==> config.mk <==
export PLATFORM = sky130hd
export DESIGN_NAME = alu_seq_param_flat
export DESIGN_NICKNAME = d
export VERILOG_FILES = /design/src/rtl/alu_seq_param_if.sv /design/src/rtl/alu_seq_param.sv /design/src/flat_wrapper.sv
export SDC_FILE = /design/constraint.sdc
export NUM_CORES = 1
export LEC_CHECK = 0
export ABC_CLOCK_PERIOD_IN_PS = 2800
export CORE_MARGIN = 4
export CORE_UTILIZATION = 51
export DETAILED_ROUTE_END_ITERATION = 10
export PLACE_DENSITY = 0.73
export SETUP_SLACK_MARGIN = 0.3
export SLEW_MARGIN = 20
export SYNTH_ARGS = -nofsm -noshare
export SYNTH_HDL_FRONTEND = slang
export SYNTH_SLANG_ARGS = --single-unit
==> constraint.sdc <==
create_clock -name clk -period 2.8 [get_ports clk]
set_input_delay 0.56 -clock clk [delete_from_list [all_inputs] [get_ports clk]]
set_output_delay 0.56 -clock clk [all_outputs]
set_load 0.02 [all_outputs]
==> src/rtl/alu_seq_param_if.sv <==
// Request/result bundle for alu_seq_param: operand side (valid_i/ready_o)
// and result side (valid_o/ready_i) handshakes plus the result payload.
interface alu_seq_param_if #(
  parameter int WIDTH = 8
) ();
  logic [WIDTH-1:0] a_i;
  logic [WIDTH-1:0] b_i;
  logic [3:0]       op_i;
  logic             valid_i;
  logic             ready_o;
  logic [WIDTH-1:0] alu_o;
  logic [WIDTH-1:0] alu_hi_o;
  logic             zero_o;
  logic             neg_o;
  logic             carry_o;
  logic             ovf_o;
  logic             err_o;
  logic             valid_o;
  logic             ready_i;

  // The ALU itself.
  modport slave (
    input  a_i, b_i, op_i, valid_i, ready_i,
    output ready_o, alu_o, alu_hi_o, zero_o, neg_o, carry_o, ovf_o, err_o, valid_o
  );

  // The issuing stage and result consumer.
  modport master (
    output a_i, b_i, op_i, valid_i, ready_i,
    input  ready_o, alu_o, alu_hi_o, zero_o, neg_o, carry_o, ovf_o, err_o, valid_o
  );
endinterface

==> src/rtl/alu_seq_param.sv <==
// Parametrised registered ALU with status flags, a WIDTH-step shift-add
// multiplier and valid/ready handshakes on both the request and result side.
// Results live in one output register until the consumer takes them.
module alu_seq_param #(
  parameter int WIDTH = 8
) (
  input logic             clk,
  input logic             reset_n,
  alu_seq_param_if.slave  bus
);
  localparam int CW = $clog2(WIDTH);

  typedef enum logic [1:0] {IDLE, MUL, LOAD} state_t;

  typedef struct packed {
    logic zero;
    logic neg;
    logic carry;
    logic ovf;
    logic err;
  } flags_t;

  state_t             state_q, state_d;
  logic [CW-1:0]      cnt_q, cnt_d;
  logic [WIDTH-1:0]   mcand_q, mcand_d;
  logic [WIDTH-1:0]   mplier_q, mplier_d;
  logic [2*WIDTH-1:0] acc_q, acc_d;
  logic               valid_q, valid_d;
  logic [WIDTH-1:0]   alu_q, alu_d;
  logic [WIDTH-1:0]   hi_q, hi_d;
  flags_t             flags_q, flags_d;

  logic [WIDTH-1:0]   res_alu;
  flags_t             res_flags;
  flags_t             mul_flags;
  logic [WIDTH:0]     sum_w;
  logic [WIDTH:0]     diff_w;
  logic [WIDTH:0]     step_sum;
  logic [CW-1:0]      sh;
  logic               accept;

  // ready_o never looks at valid_i, so the issuer can wait on it safely.
  assign bus.ready_o = (state_q == IDLE) && (!valid_q || bus.ready_i);
  assign accept      = bus.valid_i && bus.ready_o;

  // Single-cycle result and flags for every opcode except MUL.
  always_comb begin
    sum_w     = {1'b0, bus.a_i} + {1'b0, bus.b_i};
    diff_w    = {1'b0, bus.a_i} - {1'b0, bus.b_i};
    sh        = bus.b_i[CW-1:0];
    res_alu   = '0;
    res_flags = '0;
    case (bus.op_i)
      4'd0: begin
        res_alu         = sum_w[WIDTH-1:0];
        res_flags.carry = sum_w[WIDTH];
        res_flags.ovf   = (bus.a_i[WIDTH-1] == bus.b_i[WIDTH-1]) &&
                          (sum_w[WIDTH-1] != bus.a_i[WIDTH-1]);
      end
      4'd1: begin
        res_alu         = diff_w[WIDTH-1:0];
        res_flags.carry = diff_w[WIDTH];
        res_flags.ovf   = (bus.a_i[WIDTH-1] != bus.b_i[WIDTH-1]) &&
                          (diff_w[WIDTH-1] != bus.a_i[WIDTH-1]);
      end
      4'd2:    res_alu = bus.a_i << sh;
      4'd3:    res_alu = bus.a_i >> sh;
      4'd4:    res_alu = bus.a_i & bus.b_i;
      4'd5:    res_alu = bus.a_i | bus.b_i;
      4'd6:    res_alu = bus.a_i ^ bus.b_i;
      4'd7:    res_alu = {{(WIDTH-1){1'b0}}, (bus.a_i == bus.b_i)};
      4'd8:    res_alu = '0;
      default: res_flags.err = 1'b1;
    endcase
    if (!res_flags.err) begin
      res_flags.zero = (res_alu == '0);
      res_flags.neg  = res_alu[WIDTH-1];
    end
  end

  // One multiplier step and the flags of the finished product.
  always_comb begin
    step_sum        = {1'b0, acc_q[2*WIDTH-1:WIDTH]} +
                      (mplier_q[0] ? {1'b0, mcand_q} : '0);
    mul_flags       = '0;
    mul_flags.zero  = (acc_q[WIDTH-1:0] == '0);
    mul_flags.neg   = acc_q[WIDTH-1];
    mul_flags.carry = |acc_q[2*WIDTH-1:WIDTH];
  end

  // Sequencer: accept requests, run the multiplier, manage the result register.
  always_comb begin
    state_d  = state_q;
    cnt_d    = cnt_q;
    mcand_d  = mcand_q;
    mplier_d = mplier_q;
    acc_d    = acc_q;
    valid_d  = valid_q;
    alu_d    = alu_q;
    hi_d     = hi_q;
    flags_d  = flags_q;
    if (valid_q && bus.ready_i) begin
      valid_d = 1'b0;
    end
    case (state_q)
      IDLE: begin
        if (accept) begin
          if (bus.op_i == 4'd8) begin
            mcand_d  = bus.a_i;
            mplier_d = bus.b_i;
            acc_d    = '0;
            cnt_d    = '0;
            state_d  = MUL;
          end else begin
            alu_d   = res_alu;
            hi_d    = '0;
            flags_d = res_flags;
            valid_d = 1'b1;
          end
        end
      end
      MUL: begin
        acc_d    = {step_sum, acc_q[WIDTH-1:1]};
        mplier_d = mplier_q >> 1;
        cnt_d    = cnt_q + CW'(1);
        if (cnt_q == CW'(WIDTH - 1)) begin
          state_d = LOAD;
        end
      end
      LOAD: begin
        if (!valid_q || bus.ready_i) begin
          alu_d   = acc_q[WIDTH-1:0];
          hi_d    = acc_q[2*WIDTH-1:WIDTH];
          flags_d = mul_flags;
          valid_d = 1'b1;
          state_d = IDLE;
        end
      end
      default: state_d = IDLE;
    endcase
  end

  // State and result registers; reset discards any multiply in flight.
  always_ff @(posedge clk or negedge reset_n) begin
    if (!reset_n) begin
      state_q  <= IDLE;
      cnt_q    <= '0;
      mcand_q  <= '0;
      mplier_q <= '0;
      acc_q    <= '0;
      valid_q  <= 1'b0;
      alu_q    <= '0;
      hi_q     <= '0;
      flags_q  <= '0;
    end else begin
      state_q  <= state_d;
      cnt_q    <= cnt_d;
      mcand_q  <= mcand_d;
      mplier_q <= mplier_d;
      acc_q    <= acc_d;
      valid_q  <= valid_d;
      alu_q    <= alu_d;
      hi_q     <= hi_d;
      flags_q  <= flags_d;
    end
  end

  assign bus.valid_o  = valid_q;
  assign bus.alu_o    = alu_q;
  assign bus.alu_hi_o = hi_q;
  assign bus.zero_o   = flags_q.zero;
  assign bus.neg_o    = flags_q.neg;
  assign bus.carry_o  = flags_q.carry;
  assign bus.ovf_o    = flags_q.ovf;
  assign bus.err_o    = flags_q.err;
endmodule
==> src/flat_wrapper.sv <==
// flat-port wrapper written by rule: the top's interface ports become plain ports
module alu_seq_param_flat 
#(
  parameter int WIDTH = 8
)
  (clk, reset_n, bus_a_i, bus_b_i, bus_op_i, bus_valid_i, bus_ready_i, bus_ready_o, bus_alu_o, bus_alu_hi_o, bus_zero_o, bus_neg_o, bus_carry_o, bus_ovf_o, bus_err_o, bus_valid_o);
  alu_seq_param_if #(.WIDTH(WIDTH)) bus_i ();
  input logic clk;
  input logic reset_n;
  input wire logic [$bits(bus_i.a_i)-1:0] bus_a_i;
  input wire logic [$bits(bus_i.b_i)-1:0] bus_b_i;
  input wire logic [$bits(bus_i.op_i)-1:0] bus_op_i;
  input wire logic [$bits(bus_i.valid_i)-1:0] bus_valid_i;
  input wire logic [$bits(bus_i.ready_i)-1:0] bus_ready_i;
  output wire logic [$bits(bus_i.ready_o)-1:0] bus_ready_o;
  output wire logic [$bits(bus_i.alu_o)-1:0] bus_alu_o;
  output wire logic [$bits(bus_i.alu_hi_o)-1:0] bus_alu_hi_o;
  output wire logic [$bits(bus_i.zero_o)-1:0] bus_zero_o;
  output wire logic [$bits(bus_i.neg_o)-1:0] bus_neg_o;
  output wire logic [$bits(bus_i.carry_o)-1:0] bus_carry_o;
  output wire logic [$bits(bus_i.ovf_o)-1:0] bus_ovf_o;
  output wire logic [$bits(bus_i.err_o)-1:0] bus_err_o;
  output wire logic [$bits(bus_i.valid_o)-1:0] bus_valid_o;
  assign bus_i.a_i = bus_a_i;
  assign bus_i.b_i = bus_b_i;
  assign bus_i.op_i = bus_op_i;
  assign bus_i.valid_i = bus_valid_i;
  assign bus_i.ready_i = bus_ready_i;
  assign bus_ready_o = bus_i.ready_o;
  assign bus_alu_o = bus_i.alu_o;
  assign bus_alu_hi_o = bus_i.alu_hi_o;
  assign bus_zero_o = bus_i.zero_o;
  assign bus_neg_o = bus_i.neg_o;
  assign bus_carry_o = bus_i.carry_o;
  assign bus_ovf_o = bus_i.ovf_o;
  assign bus_err_o = bus_i.err_o;
  assign bus_valid_o = bus_i.valid_o;
  alu_seq_param #(.WIDTH(WIDTH)) u_core (.clk(clk), .reset_n(reset_n), .bus(bus_i));
endmodule
======== Word level (Yosys, flattened, before mapping) ========
Index checks and enable logic that the tools add are counted.
word-level totals
  ROM bits ................................ 0
  bits in writable memories ............... 0
  memories kept ........................... 0
  flip-flop bits (word level) ............. 59
  bits in latches ......................... 0
  word-level logic and storage cells ...... 98
  input bits .............................. 24
  output and inout bits ................... 23
cells by class
  eq/ne operators ......................... 21
  multipliers ............................. 0
  shift operators ......................... 2
  mux-type cells .......................... 36
  magnitude comparators ................... 0
  reduce and logical (&&, ||, !) cells .... 19
  bitwise operators ....................... 3
  div/mod/pow operators ................... 0
  add/subtract/negate cells ............... 4
operators by type and width
  kind                  number
  $mux W8               9
  $pmux W8 S8           1
  $pmux W8 S2           3
  $mux W16              2
  $pmux W16 S2          1
  $eq A4 B3 Y1 const B  4
  $logic_not A8 Y1      2
  $mux W5               3
  $mux W2               5
  $pmux W5 S2           1
  $add A8 B8 Y9         1
  $add A8 B9 Y9         1
  $reduce_or A9 Y1      1
  $sub A8 B8 Y9         1
  $and A8 B8 Y8         1
  $eq A4 B2 Y1 const B  2
  $eq A8 B8 Y1          1
  $or A8 B8 Y8          1
  $reduce_and A4 Y1     2
  $reduce_or A8 Y1      1
  $shl A8 B3 Y8         1
  $shr A8 B3 Y8         1
  $xor A8 B8 Y8         1
  $mux W3               2
  other kinds (22)      37

======== Depth between registers and ports, before layout ========
Gate-level depths: netlist of run 1.
  word-level depth ........................ 7
  gate-level depth with buffers ........... 11
  gate-level depth less buffers ........... 11

======== Worst setup path before layout of run 1 ========
OpenSTA, ideal clock, no wires.
  path kind ............................... input -> register
  from .................................... in bus_b_i[1]
  to ...................................... reg u_core.flags_q (netlist bit u_core.bus.zero_o)
  required time ........................... 2.724 ns
  arrival ................................. 2.695 ns
  buffers on the path ..................... 1
  cell stages on the path ................. 10
  setup slack ............................. 0.029 ns
  cell sequence ........................... buf_6 inv_1 fa_1 nor2b_2 o31ai_1 o31ai_1 xnor2_1 a221o_1 a2111o_1 o21ai_1
on the way
  cells in the longest elaborated chain, start to end .. 7
  elaborated cells on any way between the ends .. 14
  classes of those cells .................. add/sub: 2; eq/ne: 1; shift: 2; mux: 5; bitwise: 3; reduce/logical: 1
RTL lines
  item                                   RTL line              source
  from (decl)                            flat_wrapper.sv:11    input wire logic [$bits(bus_i.b_i)-1:0] bus_b_i;
  $sub A8 B8 Y9 (tied with other cells)  alu_seq_param.sv:49   diff_w = {1'b0, bus.a_i} - {1'b0, bus.b_i};
  $pmux W8 S8 (*)                        alu_seq_param.sv:53   case (bus.op_i)
  $logic_not A8 Y1 (*)                   alu_seq_param.sv:76   res_flags.zero = (res_alu == '0);
  $mux W2 (*)                            alu_seq_param.sv:75   if (!res_flags.err) begin
  $mux W5 (*)                            alu_seq_param.sv:108  if (bus.op_i == 4'd8) begin
  $mux W5 (*)                            alu_seq_param.sv:107  if (accept) begin
  $pmux W5 S2 (*)                        alu_seq_param.sv:105  case (state_q)
  to (signal assigned)                   alu_seq_param.sv:164  flags_q <= flags_d;
  to (decl)                              alu_seq_param.sv:31   flags_t flags_q, flags_d;
Every way passes the cells marked *; elsewhere a longest branch is shown, timed or not. The select of a mux whose other input is x is not followed.
A chain may end at the register's enable or synchronous reset.

======== Final worst setup path of run 1 ========
  from .................................... in bus_a_i[0]
  to ...................................... reg u_core.alu_q[7], in the netlist u_core.bus.alu_o[7]
on the way
  cells in the longest elaborated chain, start to end .. 5
  elaborated cells on any way between the ends .. 8
  classes of those cells .................. add/sub: 2; shift: 2; mux: 4
RTL lines
  item                                   RTL line              source
  from (decl)                            flat_wrapper.sv:10    input wire logic [$bits(bus_i.a_i)-1:0] bus_a_i;
  $sub A8 B8 Y9 (tied with other cells)  alu_seq_param.sv:49
  $pmux W8 S8 (*)                        alu_seq_param.sv:53
  $mux W8 (*)                            alu_seq_param.sv:108
  $mux W8 (*)                            alu_seq_param.sv:107
  $pmux W8 S2 (*)                        alu_seq_param.sv:105
  to (signal assigned)                   alu_seq_param.sv:162  alu_q <= alu_d;
  to (decl)                              alu_seq_param.sv:29   logic [WIDTH-1:0] alu_q, alu_d;
Marked as above.

==> results of run 1 <==
## cell type report
class,count,area (sq um),area share [%]
multi-input combinational,414,3070,48.4
sequential,59,1480,23.3
timing repair buffer,161,1350,21.3
clock buffer,10,138,2.17
tap,108,135,2.13
inverter,27,105,1.66
clock inverter,6,65.1,1.03
## state kept, by name, summed over array words and instances, names as in the netlist, 2 cells and up
register,flops
u_core.state_q,2
u_core.mplier_q,8
u_core.cnt_q,3
u_core.bus.alu_hi_o,8
u_core.mcand_q,8
u_core.acc_q,16
u_core.bus.alu_o,8
## per-stage QoR
step | setup slack (ns) | util [%] | hold slack (ns) | total power [mW]
global route | 0.270 | 73.0 | 0.286 | 4.19
global placement | -0.401 | 66.2 | 0.460 | 2.97
detailed placement | -0.459 | 66.2 | 0.468 | 3.04
floorplan | 0.143 | - | 0.264 | 2.35
CTS | 0.313 | 71.4 | 0.249 | 3.90
finish | 0.339 | 73.0 | 0.239 | 3.94
## report_power, final
group | internal (mW) | leakage, nW | switching [mW]
combinational | 0.796 | 2.08 | 0.956
clock | 0.435 | 0.102 | 0.374
sequential | 1.14 | 0.778 | 0.241
## timing repair
item	CTS	global route
pin swaps	15	18
resized for setup	59	37
hold buffers	0	0
setup endpoints to repair	13	9
setup buffers	15	3
## critical path, stage by stage
cell and delay [ns]:
sky130_fd_sc_hd__buf_4 0.12, sky130_fd_sc_hd__inv_2 0.05, sky130_fd_sc_hd__buf_4 0.13, sky130_fd_sc_hd__buf_4 0.12, sky130_fd_sc_hd__buf_4 0.12, sky130_fd_sc_hd__buf_4 0.13, sky130_fd_sc_hd__buf_4 0.12, sky130_fd_sc_hd__buf_4 0.15
sky130_fd_sc_hd__mux4_2 0.53, sky130_fd_sc_hd__a211oi_2 0.23, sky130_fd_sc_hd__a221oi_2 0.05, sky130_fd_sc_hd__nand4b_1 0.14, sky130_fd_sc_hd__buf_4 0.13, sky130_fd_sc_hd__o21ai_4 0.06, sky130_fd_sc_hd__nand2_1 0.08
## placed cells by master (no fill, tap or decap), drive strengths merged, types with 10 or more instances in the layout
master	Yosys	layout
buf	13	118
nand2	72	72
dfrtp	59	59
a21oi	44	44
o21ai	41	41
nor2	38	38
ha	35	35
clkdlybuf4s50	0	29
inv	26	25
nand3	22	22
clkbuf	21	14
nor2b	10	10
nor4	10	10
## metal layers
| layer | vias to the layer above | GRT usage, % | wire length, um | part of all wire (%) |
|---|---|---|---|---|
| met5 | - | 0 | 0 | 0 |
| met4 | 0 | 11.4 | 461 | 3.2 |
| met3 | 43 | 6.01 | 791 | 5.5 |
| met2 | 159 | 46.3 | 6980 | 48 |
| met1 | 2184 | 35.3 | 6270 | 43 |
| li1 | 2195 | - | - | - |
## how the worst min path moves through the flow
stage               cells past startpoint                               to  slack, ns
floorplan                               0      u_core.acc_q[0]$_DFFE_PN0P_       0.26
global placement                        2    u_core.mcand_q[0]$_DFFE_PN0P_       0.46
detailed placement                      2    u_core.mcand_q[0]$_DFFE_PN0P_       0.47
CTS                                     1     u_core.bus.neg_o$_DFFE_PN0P_       0.25
global route                            1     u_core.acc_q[13]$_DFFE_PN0P_       0.29
finish                                  1  u_core.bus.alu_o[2]$_DFFE_PN0P_       0.24
## logic make-up (layout without fill, tap and decap cells)
group,count (synthesis),count (layout)
AOI/OAI and AO/OA,152,152
and+or+nand+nor,197,197
DFF,59,59
muxes,17,17
buffers and inverters,61,204
adders and majority gates,38,38
xor gates and xnor gates,10,10
==> results.yml, run 1 <==
synthesis:
  synth_edf_count: 0
  synth_top_family_by_area: "compound AO/OA/AOI/OAI gates"
  synth-async-reset-ratio_pct: 100
  netlist_area_sq_um: 4530
  post_synth_num_cell_types: 64
  synth-warning-count: 0
  ys_flop_type: "sky130_fd_sc_hd__dfrtp_1"
  synthesis.area_per_instance_sq_um: 8.48
  synth_commonest_cells: "72 x sky130_fd_sc_hd__nand2_1, 59 x sky130_fd_sc_hd__dfrtp_1, 43 x sky130_fd_sc_hd__a21oi_1, 38 x sky130_fd_sc_hd__nor2_1, 36 x sky130_fd_sc_hd__o21ai_0"
  synth.ff_latch_count: 59
  area_fraction_in_and_or_nand_and_nor_cells_after_synthesis_pct: 21.0
  synth_nets: 596
  synth-xor-area-share_pct: 1.93
  synth_adder_area_share_pct: 11.0
  netlist_instances: 534
  ys_seq_area_share_pct: 32.6
  yosys-top-cells-area: "sky130_fd_sc_hd__dfrtp_1 33%, sky130_fd_sc_hd__ha_1 9.7%, sky130_fd_sc_hd__nand2_1 6.0%, sky130_fd_sc_hd__a21oi_1 4.8%, sky130_fd_sc_hd__o21ai_0 4.0%"
  synth.largest_area_cell: "sky130_fd_sc_hd__dfrtp_1"
  synth_largest_type_area_fraction_pct: 32.6
  synthMuxAreaShare_pct: 5.86
  synth_most_common_cell: "sky130_fd_sc_hd__nand2_1"
  synth_compound_area_share_pct: 21.8
worst_setup_path:
  r2r_path_end: "u_core.acc_q[15]$_DFFE_PN0P_"
  required_ns: 3.08
  reg2reg_setup_slack_ns: 0.40
  reg2reg_from: "u_core.mplier_q[0]$_DFFE_PN0P_"
  worstSetupEndpoint: "u_core.bus.alu_o[7]$_DFFE_PN0P_"
  crit_fanout: 3
  start_kind: "input port"
  end_kind: "flip-flop"
  worst_ep_arrival_time_ns: 2.74
  worst-r2r-cell-count: 10
  timing.setup.critical_path_class: "input port to flip-flop"
  setup_crit_start: "bus_a_i[0]"
timing:
  rsz0062_at_grt: "false"
  maxClockFrequency_mhz: 406
  finalSetupTns_ns: 0
  worstMarginPinSlew_ns: 0.650
  setup_viol: 0
  timing.final.max_slew_violations: 0
  final_min_period_over_clock_period_pct: 87.9
  fin_crit_period_ns: 2.46
  clk_skew_ns: 0.0111
  final-hold-violation-count: 0
  maxSlewHeadroom_pct: 56.7
detailed_routing:
  route.antenna.remaining_nets: 0
  detail_route.iter0.violations: 272
  route.detailed.drc: 0
  routed_wire_length_per_instance_um: 18.5
  detail_route.vias_per_cell: 5.84
  via_count: 4581
  wirelength_mm: 14.5
  drt-pass1-iter-count: 5
floorplan:
  die_area_sq_um: 10500
  row_count: 34
  design.portCount: 47
  initial_utilization_pct: 52.2
  core_area_sq_um: 8680
  die_height_um: 102
  die-width_um: 102
pwr:
  powerDensity_nw_per_um2: 622
  p_leak_nw: 2.96
  ir_worst_vdd_mv: 0.404
placed_design:
  finalWeightedCongestion: 0.945
  numPortBuffers: 46
  place_area_sq_um: 5750
  place_hpwl_mm: 11.1
  place_inst: 751
cts:
  library_cell_used_as_clock_root_buffer: "sky130_fd_sc_hd__clkbuf_8"
  cts_max_path_buffers: 2
  cts_tree: "yes"
  clock_sink_count: 59
  clkLatencyLatePin_ns: 0.34
  clkSlewWorstSetupHoldPaths_ns: 0.07
  htree_num_levels: 3
  cts_buffers: 9
cells_and_area:
  proportion_of_layout_cells_with_a_drive_suffix_above_1_pct: 30.4
  final-instance-count-excl-fill: 785
  finalNetCount: 734
  area_added_between_synthesis_and_finish_pct: 39.9
  final_cell_area_sq_um: 6340
  n_fill_cell: 669
  n_antenna_cell: 0
global_routing:
  grt_max_degree: 52
  global_route.usage.total_pct: 27.9
  number_of_global_route_vias_before_repair: 4541
  number_of_antenna_violations_at_the_first_check_in_global_routing: 0
  first_pass_grt_wire_length_mm: 22.7
  globalRouteOverflowTotal: 0
hold_path:
  worstHoldPathType: "input port to async pin"
job:
  timing.max_cap.violations: 0
run_status:
  outcome: "finished, final reports clean"
No activity file was read; power rests on OpenSTA's default activity.
==> run 2: changes to the inputs <==
--- a/config.mk
+++ b/config.mk
@@ -9,7 +9,7 @@
 export CORE_MARGIN = 4
 export CORE_UTILIZATION = 51
 export DETAILED_ROUTE_END_ITERATION = 10
-export PLACE_DENSITY = 0.73
+export PLACE_DENSITY_LB_ADDON = 0.05
 export SETUP_SLACK_MARGIN = 0.3
 export SLEW_MARGIN = 20
 export SYNTH_ARGS = -nofsm -noshare
==> results.yml, run 2 (synthesized netlist as in run 1, its figures left out) <==
placed_design:
  place_hpwl_mm: 10.9
  numPortBuffers: 46
  finalWeightedCongestion: 0.920
  post-place-ws_ns: -0.493
  place_inst: 756
floorplan:
  row_count: 34
  die_area_sq_um: 10500
  die-width_um: 102
  core_area_sq_um: 8680
  die_height_um: 102
  initial_utilization_pct: 52.2
  design.portCount: 47
pwr:
  p_sw_share_pct: 39.4
  p_seq_share_pct: 35.3
  p_leak_nw: 2.93
  proportion_of_power_drawn_by_the_clock_network_pct: 20.7
  powerDensity_nw_per_um2: 623
  net-switching-power_mw: 1.53
  ir_worst_vdd_mv: 0.318
  combinationalPowerShare_pct: 43.9
  finalPower_mw: 3.89
  internal-power_mw: 2.36
global_routing:
  number_of_global_route_vias_before_repair: 4470
  first_pass_grt_wire_length_mm: 22.7
  global_route.usage.total_pct: 27.9
  globalRouteOverflowTotal: 0
  grt_max_degree: 52
  number_of_antenna_violations_at_the_first_check_in_global_routing: 0
worst_setup_path:
  worst-r2r-cell-count: 10
  end_kind: "flip-flop"
  worst_ep_arrival_time_ns: 2.74
  start_kind: "input port"
  required_ns: 3.06
  timing.setup.critical_path_class: "input port to flip-flop"
  reg2reg_setup_slack_ns: 0.39
  crit_fanout: 3
detailed_routing:
  route.detailed.drc: 0
  routed_length_on_met1_mm: 5.98
  detail_route.vias_per_cell: 5.80
  via_count: 4518
  detail_route.iter0.violations: 206
  wirelength_mm: 14.1
  top_signal_layer_used: "met4"
  route.antenna.remaining_nets: 0
  wl_met3_um: 776
  dr_wl_met2_mm: 6.97
  drt-pass1-iter-count: 5
  routed_wire_length_per_instance_um: 18.1
timing:
  final-hold-violation-count: 0
  fin_crit_period_ns: 2.48
  setup_viol: 0
  maxClockFrequency_mhz: 403
  timing.final.max_slew_violations: 0
  worstMarginPinSlew_ns: 0.869
  clk_skew_ns: 0.0117
  post-route-worst-setup-slack_ns: 0.318
  final_min_period_over_clock_period_pct: 88.6
  finalSetupTns_ns: 0
  rsz0062_at_grt: "true"
  maxSlewHeadroom_pct: 42.1
cells_and_area:
  finalNetCount: 728
  most-common-layout-cells: "104 x sky130_fd_sc_hd__buf_4, 72 x sky130_fd_sc_hd__nand2_1, 58 x sky130_fd_sc_hd__dfrtp_1"
  mostFrequentLayoutCell: "sky130_fd_sc_hd__buf_4"
  share_of_the_core_filled_with_cells_pct: 71.9
  proportion_of_layout_cells_with_a_drive_suffix_above_1_pct: 28.3
  n_antenna_cell: 0
  flip_flop_count_of_the_largest_register_all_copies_and_words_added: 16
  final-instance-count-excl-fill: 779
  area_added_between_synthesis_and_finish_pct: 37.8
  largest_register: "u_core.acc_q"
cts:
  cts_buffers: 9
  htree_num_levels: 3
  cts_max_path_buffers: 2
  clkSlewWorstSetupHoldPaths_ns: 0.07
  clock_sink_count: 59
  cts_tree: "yes"
  library_cell_used_as_clock_root_buffer: "sky130_fd_sc_hd__clkbuf_8"
  clkLatencyLatePin_ns: 0.34
job:
  timing.max_cap.violations: 0
hold_path:
  worstHoldPathType: "input port to async pin"
run_status:
  outcome: "finished, final reports clean"
run 2: cell type report:
class                           instances  area (sq um)
Fill cell                             679          2430
Clock inverter                          6          63.8
Sequential cell                        59          1480
Timing Repair Buffer                  155          1330
Tap cell                              108           135
Inverter                               27           118
Clock buffer                           10           138
Multi-Input combinational cell        414          2980
run 2: final timing paths:
path,endpoint,from
hold / removal,u_core.bus.alu_o[1]$_DFFE_PN0P_,reset_n
min in group clk,u_core.mcand_q[5]$_DFFE_PN0P_,u_core.mcand_q[5]$_DFFE_PN0P_
hold reg to reg,u_core.mcand_q[5]$_DFFE_PN0P_,u_core.mcand_q[5]$_DFFE_PN0P_
setup reg to reg,u_core.acc_q[15]$_DFFE_PN0P_,u_core.mplier_q[0]$_DFFE_PN0P_
max in group asynchronous,u_core.mcand_q[0]$_DFFE_PN0P_,reset_n
setup / recovery,u_core.bus.zero_o$_DFFE_PN0P_,bus_b_i[6]
run 2: power by group through the flow:
stage	registers [mW]	clock network, mW	logic [mW]
after floorplan	1.42	0	0.935
after global placement	1.37	0	1.60
after detailed placement	1.39	0	1.65
after CTS	1.37	0.808	1.68
after global routing	1.41	0.847	1.90
final	1.37	0.806	1.71
run 2: layer usage:
metal	vias up	track usage [%]
met5	-	0
met4	0	10.6
met3	31	3.41
met2	178	47.9
met1	2132	36.0
li1	2177	-
run 2: repair_timing:
action,CTS,global route
hold buffers,0,0
gates resized for setup,54,31
endpoints found under the setup margin,13,11
setup buffers,2,5
pin swaps,12,13
run 2: metrics by stage:
| step | hold slack (ns) | area, sq um |
|---|---|---|
| after floorplan | 0.264 | 4570 |
| after global placement | 0.458 | 5800 |
| after detailed placement | 0.463 | 5800 |
| after CTS | 0.358 | 6130 |
| after global routing | 0.398 | 6240 |
| final | 0.332 | 6240 |
run 2: critical path, stage by stage:
cell,delay [ns]
sky130_fd_sc_hd__clkdlybuf4s50_1,0.49
sky130_fd_sc_hd__inv_2,0.07
sky130_fd_sc_hd__ha_2,0.20
sky130_fd_sc_hd__or3_1,0.38
sky130_fd_sc_hd__o221ai_2,0.21
sky130_fd_sc_hd__mux2_4,0.20
sky130_fd_sc_hd__nand4b_1,0.12
sky130_fd_sc_hd__a2111o_1,0.41
sky130_fd_sc_hd__o21ai_1,0.11
==> run 3: changes to the inputs <==
--- a/config.mk
+++ b/config.mk
@@ -5,7 +5,8 @@
 export SDC_FILE = /design/constraint.sdc
 export NUM_CORES = 1
 export LEC_CHECK = 0
-export ABC_CLOCK_PERIOD_IN_PS = 2800
+export ABC_CLOCK_PERIOD_IN_PS = 2350
+export CAP_MARGIN = 25
 export CORE_MARGIN = 4
 export CORE_UTILIZATION = 51
 export DETAILED_ROUTE_END_ITERATION = 10
==> constraint.sdc (replaced) <==
create_clock -name clk -period 2.35 [get_ports clk]
set_input_delay 0.47 -clock clk [delete_from_list [all_inputs] [get_ports clk]]
set_output_delay 0.47 -clock clk [all_outputs]
set_load 0.02 [all_outputs]
==> results.yml, run 3 (synthesized netlist as in run 1, its figures left out) <==
timing:
  fin_crit_period_ns: 2.31
  final-hold-violation-count: 0
  maxClockFrequency_mhz: 433
  maxSlewHeadroom_pct: 50.6
  clk_skew_ns: 0.0120
  worstMarginPinSlew_ns: 0.741
  final_min_period_over_clock_period_pct: 98.2
  holdWs_ns: 0.259
  rsz0062_at_grt: "true"
  setup_viol: 0
  timing.final.max_slew_violations: 0
job:
  timing.max_cap.violations: 0
cts:
  clkSlewWorstSetupHoldPaths_ns: 0.07
  htree_num_levels: 3
  cts_max_path_buffers: 2
  cts_buffers: 9
  clock_sink_count: 59
  cts_tree: "yes"
  library_cell_used_as_clock_root_buffer: "sky130_fd_sc_hd__clkbuf_8"
  clkLatencyLatePin_ns: 0.33
  ctsHoldBuffers: 0
worst_setup_path:
  required_ns: 2.61
  crit_fanout: 6
  worst_ep_arrival_time_ns: 2.57
  timing.critical_path.cells: "buf_8 -> clkinvlp_4 -> ha_1 -> o21bai_1 -> a211o_1 -> o221ai_2 -> mux2_4 -> nand4b_1 -> a2111o_1 -> o21ai_1"
  start_kind: "input port"
  max_stage_delay_ns: 0.41
  end_kind: "flip-flop"
  timing.setup.critical_path_class: "input port to flip-flop"
  worst_path_max_delay_cell: "sky130_fd_sc_hd__a2111o_1"
floorplan:
  core_area_sq_um: 8680
  initial_utilization_pct: 52.2
  row_count: 34
  die_height_um: 102
  die-width_um: 102
  die_area_sq_um: 10500
  design.portCount: 47
pwr:
  powerDensity_nw_per_um2: 727
  p_leak_nw: 3.14
  finalPower_mw: 4.93
  ir_worst_vdd_mv: 0.415
detailed_routing:
  route.detailed.drc: 0
  wirelength_mm: 14.9
  detail_route.vias_per_cell: 5.81
  via_count: 4716
  drt-pass1-iter-count: 5
  routed_wire_length_per_instance_um: 18.4
  route.antenna.remaining_nets: 0
  detail_route.iter0.violations: 189
global_routing:
  number_of_global_route_vias_before_repair: 4618
  globalRouteOverflowTotal: 0
  number_of_antenna_violations_at_the_first_check_in_global_routing: 0
  first_pass_grt_wire_length_mm: 23.0
  grt_max_degree: 60
  global_route.usage.total_pct: 28.5
cells_and_area:
  proportion_of_layout_cells_with_a_drive_suffix_above_1_pct: 37.1
  largest_register: "u_core.acc_q"
  mostFrequentLayoutCell: "sky130_fd_sc_hd__buf_4"
  share_of_the_core_filled_with_cells_pct: 78.1
  finalNetCount: 761
  flip_flop_count_of_the_largest_register_all_copies_and_words_added: 16
  most-common-layout-cells: "118 x sky130_fd_sc_hd__buf_4, 72 x sky130_fd_sc_hd__nand2_1, 59 x sky130_fd_sc_hd__dfrtp_1"
  area_added_between_synthesis_and_finish_pct: 49.6
  n_antenna_cell: 0
placed_design:
  finalWeightedCongestion: 1.02
  numPortBuffers: 46
  place_hpwl_mm: 11.2
run_status:
  outcome: "finished, final reports clean"
hold_path:
  worstHoldPathType: "input port to async pin"
run 3: cell count changes in the layout (fill, tap and decap cells not counted), moves of 5 or more:
| cell | previous run | this run |
|---|---|---|
| sky130_fd_sc_hd__buf_4 | 104 | 118 |
| sky130_fd_sc_hd__o21ai_0 | 36 | 29 |
| sky130_fd_sc_hd__buf_2 | 1 | 6 |
| sky130_fd_sc_hd__buf_6 | 4 | 19 |
| sky130_fd_sc_hd__buf_8 | 0 | 5 |
| sky130_fd_sc_hd__a21oi_2 | 5 | 13 |
| sky130_fd_sc_hd__a21oi_1 | 38 | 31 |
| sky130_fd_sc_hd__o21ai_1 | 3 | 9 |
| sky130_fd_sc_hd__clkdlybuf4s50_1 | 29 | 24 |
run 3: metal layers:
layer	part of all wire, %	vias up	global-route usage (%)
met5	0	-	0
met4	3.4	0	12.2
met3	5.2	54	4.03
met2	50	169	49.9
met1	41	2239	35.0
li1	-	2254	-
run 3: critical path: cells and delay by family:
| kind | cells | cell delay [ns] |
|---|---|---|
| and+or+nand+nor | 1 | 0.15 |
| muxes | 1 | 0.20 |
| AOI/OAI and AO/OA | 5 | 1.20 |
| buffers and inverters | 2 | 0.22 |
| adders and majority gates | 1 | 0.33 |
run 3: timing repair:
| item | CTS | global route |
|---|---|---|
| pin swaps | 35 | 27 |
| endpoints found under the hold margin | 0 | 0 |
| gates resized for setup | 136 | 32 |
| setup endpoints to repair | 24 | 42 |
| gates cloned | 0 | 1 |
| setup buffers | 17 | 4 |
run 3: cell type report:
| class | count | area, sq um |
|---|---|---|
| tap | 108 | 135 |
| inverter | 27 | 118 |
| clock inverter | 6 | 63.8 |
| clock buffer | 10 | 138 |
| fill | 590 | 1900 |
| sequential | 59 | 1480 |
| timing repair buffer | 188 | 1620 |
| multi-input combinational | 414 | 3220 |
run 3: worst paths after layout:
check | from | endpoint | slack [ns] | depth (start not counted)
hold / removal | reset_n | u_core.bus.alu_o[1]$_DFFE_PN0P_ | 0.26 | 2
max in group asynchronous | reset_n | u_core.acc_q[1]$_DFFE_PN0P_ | 1.58 | 2
setup reg to reg | u_core.mplier_q[0]$_DFFE_PN0P_ | u_core.acc_q[15]$_DFFE_PN0P_ | 0.21 | 10
hold reg to reg | u_core.bus.alu_o[3]$_DFFE_PN0P_ | u_core.bus.alu_o[3]$_DFFE_PN0P_ | 0.48 | 1
setup / recovery | bus_b_i[1] | u_core.bus.zero_o$_DFFE_PN0P_ | 0.04 | 10
min in group clk | u_core.bus.alu_o[3]$_DFFE_PN0P_ | u_core.bus.alu_o[3]$_DFFE_PN0P_ | 0.48 | 1
run 3: per-stage QoR:
stage                     cell area, sq um  setup slack, ns  TNS [ns]  instances
final                                 6780           0.0430         0        812
after global routing                  6780          -0.0105   -0.0105        812
after CTS                             6600           0.0207         0        807
after detailed placement              5960           -0.841     -8.09        774
after global placement                5960           -0.767     -6.82        774
after floorplan                       4610           -0.205    -0.205        534
run 3: power breakdown:
part / switching, mW / internal [mW] / leakage (nW)
combinational: 1.21 / 1.09 / 2.26
sequential: 0.313 / 1.36 / 0.779
clock: 0.442 / 0.519 / 0.0987
